**src/rtl/stream_frame_status_tracker_pkg.sv**
```systemverilog
// Shared constants and status-word layout helpers
// for the stream frame status tracker.
package stream_frame_status_tracker_pkg;

  localparam int DEF_DATA_WIDTH   = 512;
  localparam int DEF_ERR_BITS     = 2;
  localparam int DEF_SEQ_BITS     = 1;
  localparam int DEF_LEN_BITS     = 16;
  localparam int DEF_STATUS_DEPTH = 4;

  localparam int ERR_OFF = 0;

  function automatic int status_w(
    input int err_bits,
    input int len_bits
  );
    return ((err_bits + 2 + len_bits + 7) / 8) * 8;
  endfunction

  function automatic int seq_err_off(input int err_bits);
    return err_bits;
  endfunction

  function automatic int len_ovf_off(input int err_bits);
    return err_bits + 1;
  endfunction

  function automatic int count_off(input int err_bits);
    return err_bits + 2;
  endfunction

endpackage

```
**src/rtl/stream_status_fifo.sv**
```systemverilog
// Status FIFO: WIDTH x DEPTH (power of 2), full/empty flags.
// Ports: aclk, aresetn, push/din, pop/dout, full, empty.
module stream_status_fifo #(
  parameter int WIDTH = 8,
  parameter int DEPTH = 4
) (
  input  logic             aclk,
  input  logic             aresetn,
  input  logic             push,
  input  logic [WIDTH-1:0] din,
  input  logic             pop,
  output logic [WIDTH-1:0] dout,
  output logic             full,
  output logic             empty
);

  localparam int AW = $clog2(DEPTH);

  logic [WIDTH-1:0] mem [DEPTH];
  logic [AW-1:0]    wr_q;
  logic [AW-1:0]    rd_q;
  logic [AW:0]      cnt_q;
  logic             do_push;
  logic             do_pop;

  assign full    = (cnt_q == (AW+1)'(DEPTH));
  assign empty   = (cnt_q == '0);
  assign do_push = push && !full;
  assign do_pop  = pop && !empty;
  assign dout    = empty ? '0 : mem[rd_q];

  always_ff @(posedge aclk) begin
    if (do_push) mem[wr_q] <= din;
  end

  always_ff @(posedge aclk or negedge aresetn) begin
    if (!aresetn) begin
      wr_q  <= '0;
      rd_q  <= '0;
      cnt_q <= '0;
    end else begin
      if (do_push) wr_q <= wr_q + AW'(1);
      if (do_pop)  rd_q <= rd_q + AW'(1);
      unique case ({do_push, do_pop})
        2'b10:   cnt_q <= cnt_q + (AW+1)'(1);
        2'b01:   cnt_q <= cnt_q - (AW+1)'(1);
        default: cnt_q <= cnt_q;
      endcase
    end
  end

endmodule

```
**src/rtl/stream_frame_status_tracker.sv**
```systemverilog
// Accumulates per-frame error/sequence/length status, queues it.
// Ports: aclk/aresetn, s_axis_* in, m_axis_* status out, counters.
module stream_frame_status_tracker
  import stream_frame_status_tracker_pkg::*;
#(
  parameter int DATA_WIDTH   = DEF_DATA_WIDTH,
  parameter int ERR_BITS     = DEF_ERR_BITS,
  parameter int SEQ_BITS     = DEF_SEQ_BITS,
  parameter int LEN_BITS     = DEF_LEN_BITS,
  parameter int STATUS_DEPTH = DEF_STATUS_DEPTH
) (
  input  logic                      aclk,
  input  logic                      aresetn,
  input  logic [DATA_WIDTH-1:0]     s_axis_tdata,
  input  logic [ERR_BITS+SEQ_BITS-1:0] s_axis_tuser,
  input  logic                      s_axis_tvalid,
  input  logic                      s_axis_tlast,
  output logic                      s_axis_tready,
  output logic [status_w(ERR_BITS, LEN_BITS)-1:0] m_axis_tdata,
  output logic                      m_axis_tvalid,
  input  logic                      m_axis_tready,
  output logic [31:0]               frames_total,
  output logic [31:0]               frames_bad
);

  localparam int SW   = status_w(ERR_BITS, LEN_BITS);
  localparam int UW   = ERR_BITS + SEQ_BITS;
  localparam int SE_B = seq_err_off(ERR_BITS);
  localparam int OV_B = len_ovf_off(ERR_BITS);
  localparam int CN_B = count_off(ERR_BITS);

  logic                run_q;
  logic [SEQ_BITS-1:0] exp_q;
  logic [ERR_BITS-1:0] err_q;
  logic                seq_err_q;
  logic                ovf_q;
  logic [LEN_BITS-1:0] cnt_q;

  logic [SEQ_BITS-1:0] seq;
  logic [ERR_BITS-1:0] err;
  logic                beat;
  logic                push;
  logic                first;
  logic                full;
  logic                empty;

  logic [ERR_BITS-1:0] err_n;
  logic                seq_bad;
  logic                seq_err_n;
  logic                ovf_n;
  logic [LEN_BITS-1:0] cnt_n;
  logic [SW-1:0]       status;
  logic                bad;

  wire unused_data = ^s_axis_tdata;

  assign seq   = s_axis_tuser[SEQ_BITS-1:0];
  assign err   = s_axis_tuser[UW-1:SEQ_BITS];
  assign beat  = s_axis_tvalid && s_axis_tready;
  assign push  = beat && s_axis_tlast;
  // Count saturates above zero, so zero marks "no beat yet".
  assign first = (cnt_q == '0);

  assign s_axis_tready = run_q && !full;
  assign m_axis_tvalid = !empty;

  always_comb begin
    err_n     = err | (first ? '0 : err_q);
    seq_bad   = 1'b0;
    if (first) seq_bad = (SEQ_BITS == 1) && (seq != '0);
    else       seq_bad = (seq != exp_q);
    seq_err_n = seq_bad | (!first && seq_err_q);
    cnt_n     = cnt_q;
    ovf_n     = ovf_q;
    if (first) begin
      cnt_n = LEN_BITS'(1);
      ovf_n = 1'b0;
    end else if (cnt_q == '1) begin
      ovf_n = 1'b1;
    end else begin
      cnt_n = cnt_q + LEN_BITS'(1);
    end
    status                  = '0;
    status[ERR_BITS-1:0]    = err_n;
    status[SE_B]            = seq_err_n;
    status[OV_B]            = ovf_n;
    status[CN_B +: LEN_BITS] = cnt_n;
    bad = (|err_n) | seq_err_n | ovf_n;
  end

  always_ff @(posedge aclk or negedge aresetn) begin
    if (!aresetn) begin
      run_q        <= 1'b0;
      exp_q        <= '0;
      err_q        <= '0;
      seq_err_q    <= 1'b0;
      ovf_q        <= 1'b0;
      cnt_q        <= '0;
      frames_total <= '0;
      frames_bad   <= '0;
    end else begin
      run_q <= 1'b1;
      if (beat) begin
        exp_q <= seq + SEQ_BITS'(1);
        if (s_axis_tlast) begin
          err_q     <= '0;
          seq_err_q <= 1'b0;
          ovf_q     <= 1'b0;
          cnt_q     <= '0;
        end else begin
          err_q     <= err_n;
          seq_err_q <= seq_err_n;
          ovf_q     <= ovf_n;
          cnt_q     <= cnt_n;
        end
      end
      if (push) begin
        frames_total <= frames_total + 32'd1;
        if (bad) frames_bad <= frames_bad + 32'd1;
      end
    end
  end

  stream_status_fifo #(
    .WIDTH (SW),
    .DEPTH (STATUS_DEPTH)
  ) u_fifo (
    .aclk    (aclk),
    .aresetn (aresetn),
    .push    (push),
    .din     (status),
    .pop     (m_axis_tvalid && m_axis_tready),
    .dout    (m_axis_tdata),
    .full    (full),
    .empty   (empty)
  );

endmodule

```
**config.mk**
```make
export PLATFORM = sky130hd
export DESIGN_NAME = stream_frame_status_tracker
export DESIGN_NICKNAME = d
export VERILOG_FILES = /design/src/rtl/stream_frame_status_tracker_pkg.sv /design/src/rtl/stream_status_fifo.sv /design/src/rtl/stream_frame_status_tracker.sv
export SDC_FILE = /design/constraint.sdc
export NUM_CORES = 1
export LEC_CHECK = 0
export BUFFER_PORTS_ARGS = -buffer_cell sky130_fd_sc_hd__buf_4
export CORE_AREA = 2 2 234 236
export CTS_BUF_LIST = sky130_fd_sc_hd__clkbuf_16
export CTS_CLUSTER_SIZE = 40
export DETAILED_ROUTE_END_ITERATION = 8
export DIE_AREA = 0 0 236 238
export HOLD_SLACK_MARGIN = 0.08
export PLACE_DENSITY = 0.45
export SYNTH_ARGS = -nofsm -noshare
export SYNTH_HDL_FRONTEND = slang
export SYNTH_HIERARCHICAL = 1
export SYNTH_SLANG_ARGS = --single-unit
```
**constraint.sdc**
```tcl
create_clock -name aclk -period 3.46 [get_ports aclk]
set_clock_uncertainty 0.2 [all_clocks]
set_input_delay 0.519 -clock aclk [delete_from_list [all_inputs] [get_ports aclk]]
set_output_delay 0.519 -clock aclk [all_outputs]
set_load 0.03 [all_outputs]
```
==> Word level (Yosys, flattened, before mapping) <==
Memories as Yosys holds them, arrays and structs flattened.
Index checks and enable logic that the tools add are counted.
{ "totals": {"regBits": 93, "ram_bits": 80, "output_inout_bits": 90, "wordCells": 58, "n_memories": 1} }
{ "memory_table": {"columns": ["memory", "depth", "word_bits", "read_ports", "rd_ports_with_merged_regs", "wr", "line_no", "rtl"], "rows": [
  ["u_fifo.mem", 4, 20, 1, 0, 1, "stream_status_fifo.sv:19", "logic [WIDTH-1:0] mem [DEPTH];"]
]} }
{ "classes": {"add_sub_neg": 8, "eq_ne": 5, "mux": 14, "n_bitwise": 4, "n_reduce_logical": 15} }
{ "op_table": {"columns": ["operator", "n"], "rows": [
  ["adder 32 x 1 -> 32 bit, second input constant", 2],
  ["2-to-1 mux 16 bit", 3],
  ["2-to-1 mux 24 bit", 1],
  ["adder 16 x 1 -> 16 bit, second input constant", 1],
  ["== test 16 bit, second input constant", 1],
  ["logical NOT 16 bit", 1],
  ["logical AND 1 bit", 7],
  ["2-to-1 mux 1 bit", 7],
  ["one-hot mux 3 bit (2 select lines)", 1],
  ["adder 2 x 1 -> 2 bit, second input constant", 2],
  ["2-to-1 mux 2 bit", 2],
  ["adder 3 x 1 -> 3 bit, second input constant", 1],
  ["== test 3 bit, second input constant", 1],
  ["logical NOT 1 bit", 3],
  ["logical NOT 3 bit", 1],
  ["OR 1 bit", 3],
  ["subtractor 3 x 1 -> 3 bit, second input constant", 1],
  ["== test 2 x 1 -> 1 bit, second input constant", 1],
  ["== test 2 bit, second input constant", 1],
  ["OR 2 bit", 1],
  ["AND reduction 2 bit", 1],
  ["nonzero test 2 bit", 1],
  ["OR reduction 2 bit", 1],
  ["adder 1 bit, second input constant", 1],
  ["!= test 1 bit", 1]
]} }

==> Longest topological paths before layout <==
{ "logic_depth": {"ltp_word": 8, "ltp_mapped": 14, "depth_no_buf": 12} }

==> Hierarchy <==
The synthesis kept the hierarchy.
{ "modules_own_cells": {"columns": ["module", "instances", "cells_each", "area_per_inst_um2", "seq_area_each_um2"], "rows": [
  ["stream_frame_status_tracker", 1, 452, 4588.2, 2152.1],
  ["stream_status_fifo", 1, 190, 4083.9, 3057.9]
]} }

==> Worst setup path before layout <==
OpenSTA, ideal clock, no wires.
{ "synth_timing": {"path_type": "reg-to-reg", "startpoint": "register u_fifo.cnt_q[0]", "endpoint": "register u_fifo.cnt_q[2]", "arrival_time_ps": 2548, "t_required_ps": 3181, "path_slack_ps": 633, "stages_incl_launch_ff": 15, "path_buffers": 2, "synth_period_minus_slack_ps": 2827, "path_cell_list": "dfrtp_1 nor3b_1 and3b_1 buf_2 nand2_1 inv_1 buf_2 nor2b_1 inv_1 ha_1 inv_1 fa_1 xor2_1 nor2_1 xor2_1"} }
{ "synth_via": {"elab_chain_cells": 8} }
{ "synth_rtl": {"columns": ["element", "line_no", "rtl"], "rows": [
  ["start, declared", "stream_status_fifo.sv:22", "logic [AW:0] cnt_q;"],
  ["start signal, assigned", "stream_status_fifo.sv:45", "2'b10: cnt_q <= cnt_q + (AW+1)'(1);"],
  ["start signal, assigned", "stream_status_fifo.sv:46", "2'b01: cnt_q <= cnt_q - (AW+1)'(1);"],
  ["start signal, assigned", "stream_status_fifo.sv:47", "default: cnt_q <= cnt_q;"],
  ["== test 3 bit *", "stream_status_fifo.sv:26", "assign full = (cnt_q == (AW+1)'(DEPTH));"],
  ["named net full", "stream_frame_status_tracker.sv:44", "logic full;"],
  ["logical NOT 1 bit *", "stream_frame_status_tracker.sv:64", "assign s_axis_tready = run_q && !full;"],
  ["logical AND 1 bit *", "stream_frame_status_tracker.sv:64", null],
  ["logical AND 1 bit *", "stream_frame_status_tracker.sv:59", "assign beat = s_axis_tvalid && s_axis_tready;"],
  ["logical AND 1 bit *", "stream_frame_status_tracker.sv:60", "assign push = beat && s_axis_tlast;"],
  ["named net push", "stream_frame_status_tracker.sv:42", "logic push;"],
  ["logical AND 1 bit *", "stream_status_fifo.sv:28", "assign do_push = push && !full;"],
  ["== test 2 x 1 -> 1 bit or == test 2 bit (tied branches)", "stream_status_fifo.sv:44", "unique case ({do_push, do_pop})"],
  ["one-hot mux 3 bit (2 select lines) or nonzero test 2 bit (tied branches)", null, null]
]} }
Mark *: on every way through the listed nets, which the timed path passes. The rest lies on a longest branch.
A chain may end at the register's enable or synchronous reset.

==> Final worst setup path <==
{ "layout_timing": {"startpoint": "register u_fifo.cnt_q[0]", "endpoint": "register u_fifo.cnt_q[2]"} }
{ "layout_via": {"elab_chain_cells": 8} }
{ "layout_rtl": {"columns": ["element", "line_no"], "rows": [
  ["== test 3 bit *", "stream_status_fifo.sv:26"],
  ["named net full", "stream_frame_status_tracker.sv:44"],
  ["logical NOT 1 bit *", "stream_status_fifo.sv:28, stream_frame_status_tracker.sv:64"],
  ["logical AND 1 bit", "stream_frame_status_tracker.sv:64"],
  ["logical AND 1 bit", "stream_frame_status_tracker.sv:59"],
  ["logical AND 1 bit", "stream_frame_status_tracker.sv:60"],
  ["logical AND 1 bit *", "stream_status_fifo.sv:28"],
  ["== test 2 x 1 -> 1 bit or == test 2 bit (tied branches)", "stream_status_fifo.sv:44"],
  ["one-hot mux 3 bit (2 select lines) or nonzero test 2 bit (tied branches)", null]
]} }
Marks and branches as above.

==> results by group <==
Synthesis
  – Mapped Cells: 642
  – Post-synthesis sequential area ratio: 0.601
  – Async SR Flop Fraction: 0.492
  – Syn Std Cell Area: 8670 um2
  – Register bit total from synthesis: 189
  – Syn Area/Cell: 13.5 um2
  – Ys Warns: 6
  – Yosys cell types: 54
  – Number of synthesized flops with an enable pin: between 90 and 100
  – Most used DFF post-synth: edfxtp_1

Hold path
  – Endpoint, Worst Hold: u_fifo/mem[2][1]
  – Hold Path Origin: s_axis_tuser[2]
  – Hold Crit Depth: 2
  – Worst min path class: in2reg

STA
  – Final setup fails: 0
  – Worst-margin pin slew: 0.568 ns
  – Final Hold Viols: 0
  – Min cycle time layout: 2.96 ns
  – Part of the cycle the worst path needs: 0.856
  – Max Slew Vio Count: 0
  – Final setup TNS: 0 ns
  – Worst rel slew slack: 0.618
  – RSZ-0062 raised after global routing: false
  – FMAX: 338 MHz
  – Final setup margin: 0.498 ns

Setup path
  – WS Path Type: reg2reg
  – Worst reg2reg setup slack: 0.50 ns
  – Crit path DAT: 3.16 ns
  – Critical-path cell list: nor3b_1, and3b_1, nand2_1, inv_1, nor2b_1, inv_1, ha_1, inv_1, fa_1, xor2_1, nor2_1, xor2_1
  – Reg2reg path depth: 12
  – Critical path's top delay family: simple AND/OR/NAND/NOR gates
  – Worst Setup End Kind: register
  – Worst EP required: 3.66 ns
  – Critical path launch point type: register
  – Critical-path top delay cell: dfrtp_1
  – Worst r2r dst: u_fifo/cnt_q[2]
  – Crit path top cell by count: inv_1
  – CP bufs+invs: 3
  – Crit Path Max Fanout: 4
  – CP max stage delay: 0.45 ns
  – Reg2Reg Launch Point: u_fifo/cnt_q[0]

Global routing
  – Initial antenna violation count: 4
  – Largest net degree at the start of global routing: 47
  – Congestion Overflow GR: 0
  – Vias in the first global route: 5,673
  – All-layer global routing usage: 0.0812
  – First-pass GRT wire length: 34.1 mm

Finish
  – Share of layout cells above drive strength 1: 0.254
  – Area Overhead vs Synth: 27.2%
  – # diodes: 0
  – Fill cells: 5,748
  – Net count, final: 1,303
  – Reg area: between 5000 and 6000 um2
  – Multi-input logic area: approximately 3300 um2

Route
  – Routed Antenna Nets: 0
  – First-pass iteration count of the detailed router: 4
  – Total vias in the final route: between 5k and 6k
  – Vias/cell: between 3 and 4
  – Post-route DRC: 0
  – DRT iter0 DRCs: 246
  – Wire per inst: 14.5 um
  – Routed WL: 21.6 mm

Die
  – Initial cell density of the core: 0.162
  – I/O pins: 610
  – FP Rows: 85
  – Die Width: 236 um
  – Die area: 56,200 um2
  – Core area: 53,500 um2
  – Die H: 238 um

Pwr
  – P_int: 4.55 mW
  – Pleak: 4.40 nW
  – Share of power burned in registers: 0.391
  – Clock share of power: 0.287
  – Net Switching: 2.54 mW
  – Cell Pwr Density: approximately 640 nW/um2
  – Total power: 7.09 mW
  – Max VDD drop: 349 uV
  – Combinational share of power: 0.323
  – Sw Share: 0.358

Place
  – Pre-CTS setup slack: around 0.47 ns
  – Post-DP HPWL: 14.9 mm
  – Placer Congestion: 0.750
  – Buffers added on ports: 97

Clock network
  – Number of H-tree levels: 4
  – Clk root buf: clkbuf_16
  – Clock sinks: 189
  – Clk pin slew, worst setup/hold paths: 0.08 ns
  – Post_cts resized: 0
  – Clock Path Buffers: 2
  – Clk_lat worst skew: roughly 0.48 ns
  – CTS Buf Count: 17
  – TritonCTS clock tree: built

Flow run
  – Total of max-cap violations: 0

Run status
  – Status: completed
==> synth_stat cells (7+ instances only) <==
cell type	instances	share of area
edfxtp_1	96	0.33
dfrtp_1	93	0.27
xor2_1	49	0.049
nand2_1	45	0.019
nand3_1	34	0.020
xnor2_1	30	0.030
inv_1	24	0.010
mux4_2	20	0.052
nor2b_1	20	0.014
nand4_1	19	0.014
nor2_1	19	0.0082
a21oi_1	15	0.0087
a2111oi_2	14	0.024
nor4_1	12	0.0087
a22o_1	11	0.011
clkbuf_1	11	0.0048
nor3_1	11	0.0063
a211oi_1	10	0.0087
buf_2	10	0.0058
o21ai_0	10	0.0058
ha_1	9	0.013
and2b_1	8	0.0069
and3_1	7	0.0050
==> metal layers <==
metal  track usage  vias up  wire (um)
li1              -     2646          -
met4        0.0378        8        473
met2         0.121      126       9620
met3        0.0314       32       1360
met1         0.103     2738      10000
met5             0        -         55
==> logic make-up after synthesis <==
family	synth area share
compound gates	0.0755
xor+xnor	0.0798
fa+ha+maj	0.0153
buf+inv	0.0280
flops	0.601
mux	0.0678
other cells	0.000866
simple gates	0.132
==> sequential cells by signal, summed over array words and instances (netlist names) <==
signal / flops
u_fifo/rd_q: 2
frames_total: 32
u_fifo/mem: 96
u_fifo/cnt_q: 3
frames_bad: 32
run_q: 1
exp_q: 1
u_fifo/wr_q: 2
err_q: 2
cnt_q: 16
ovf_q: 1
seq_err_q: 1
==> layout by cell type (no fill, tap or decap), types with 3 or more instances in the layout <==
master | synthesis | layout
nand3_1 | 34 | 34
mux4_1 | 4 | 4
buf_4 | 2 | 119
a21o_1 | 3 | 3
a211oi_1 | 10 | 10
a31oi_1 | 3 | 3
inv_1 | 24 | 24
clkbuf_16 | 0 | 17
ha_1 | 9 | 9
o21ai_0 | 10 | 10
a22o_1 | 11 | 11
clkinv_4 | 0 | 4
buf_12 | 1 | 3
nor2_1 | 19 | 19
and4_1 | 6 | 6
nand4_1 | 19 | 19
xnor2_1 | 30 | 30
edfxtp_1 | 96 | 96
and3_1 | 7 | 7
nand4_2 | 3 | 3
and2_1 | 6 | 6
or3_1 | 5 | 5
inv_6 | 0 | 4
nor3_1 | 11 | 11
nor4_1 | 12 | 12
a2111oi_2 | 14 | 14
xor2_1 | 49 | 49
conb_1 | 2 | 17
o21a_1 | 3 | 3
nor2b_1 | 20 | 20
and2b_1 | 8 | 8
a21oi_1 | 15 | 15
dfrtp_1 | 93 | 93
inv_8 | 0 | 3
nand2_1 | 45 | 45
mux4_2 | 20 | 20
==> power by group through the flow <==
stage          registers, mW  clock network (mW)  logic, mW
6_report                2.77                2.03       2.29
5_1_grt                 2.80                2.22       2.50
4_1_cts                 2.77                2.13       2.36
3_5_place_dp            2.82                   0       2.35
3_3_place_gp            2.81                   0       2.34
2_1_floorplan           2.86                   0       1.47
==> how the worst max path moves through the flow <==
stage          cells after the start  slack (ns)              end             from
2_1_floorplan                     14        0.63  u_fifo/cnt_q[2]  u_fifo/cnt_q[0]
3_3_place_gp                      12        0.52  u_fifo/cnt_q[2]  u_fifo/cnt_q[0]
3_5_place_dp                      12        0.47  u_fifo/cnt_q[2]  u_fifo/cnt_q[0]
4_1_cts                           12        0.44  u_fifo/cnt_q[2]  u_fifo/cnt_q[0]
5_1_grt                           12        0.19  u_fifo/cnt_q[2]  u_fifo/cnt_q[0]
6_report                          12        0.50  u_fifo/cnt_q[2]  u_fifo/cnt_q[0]
==> final cells by class <==
type                       instances  share of cell area
multi-input combinational        417               0.298
timing repair buffer             124              0.0882
tap                              696              0.0789
inverter                          24             0.00816
sequential                       189               0.472
clock buffer                      17              0.0386
clock inverter                    15              0.0158
==> through the flow <==
| step | hold WS [ns] | cell area [um2] | std cells | utilization |
|---|---|---|---|---|
| after floorplan | 0.0234 | 8730 | 657 | - |
| after global placement | 0.241 | 10400 | 1448 | 0.195 |
| after detailed placement | 0.244 | 10400 | 1448 | 0.195 |
| after CTS | 0.194 | 11000 | 1482 | 0.206 |
| after global routing | 0.219 | 11000 | 1482 | 0.206 |
| final | 0.235 | 11000 | 1482 | 0.206 |
==> timing repair <==
action	4_1_cts	5_1_grt
buffers inserted	0	0
setup endpoints to repair	0	0
endpoints found under the hold margin	44	0
hold buffers	2	0
Note: power is estimated with default switching activity, not from simulation.
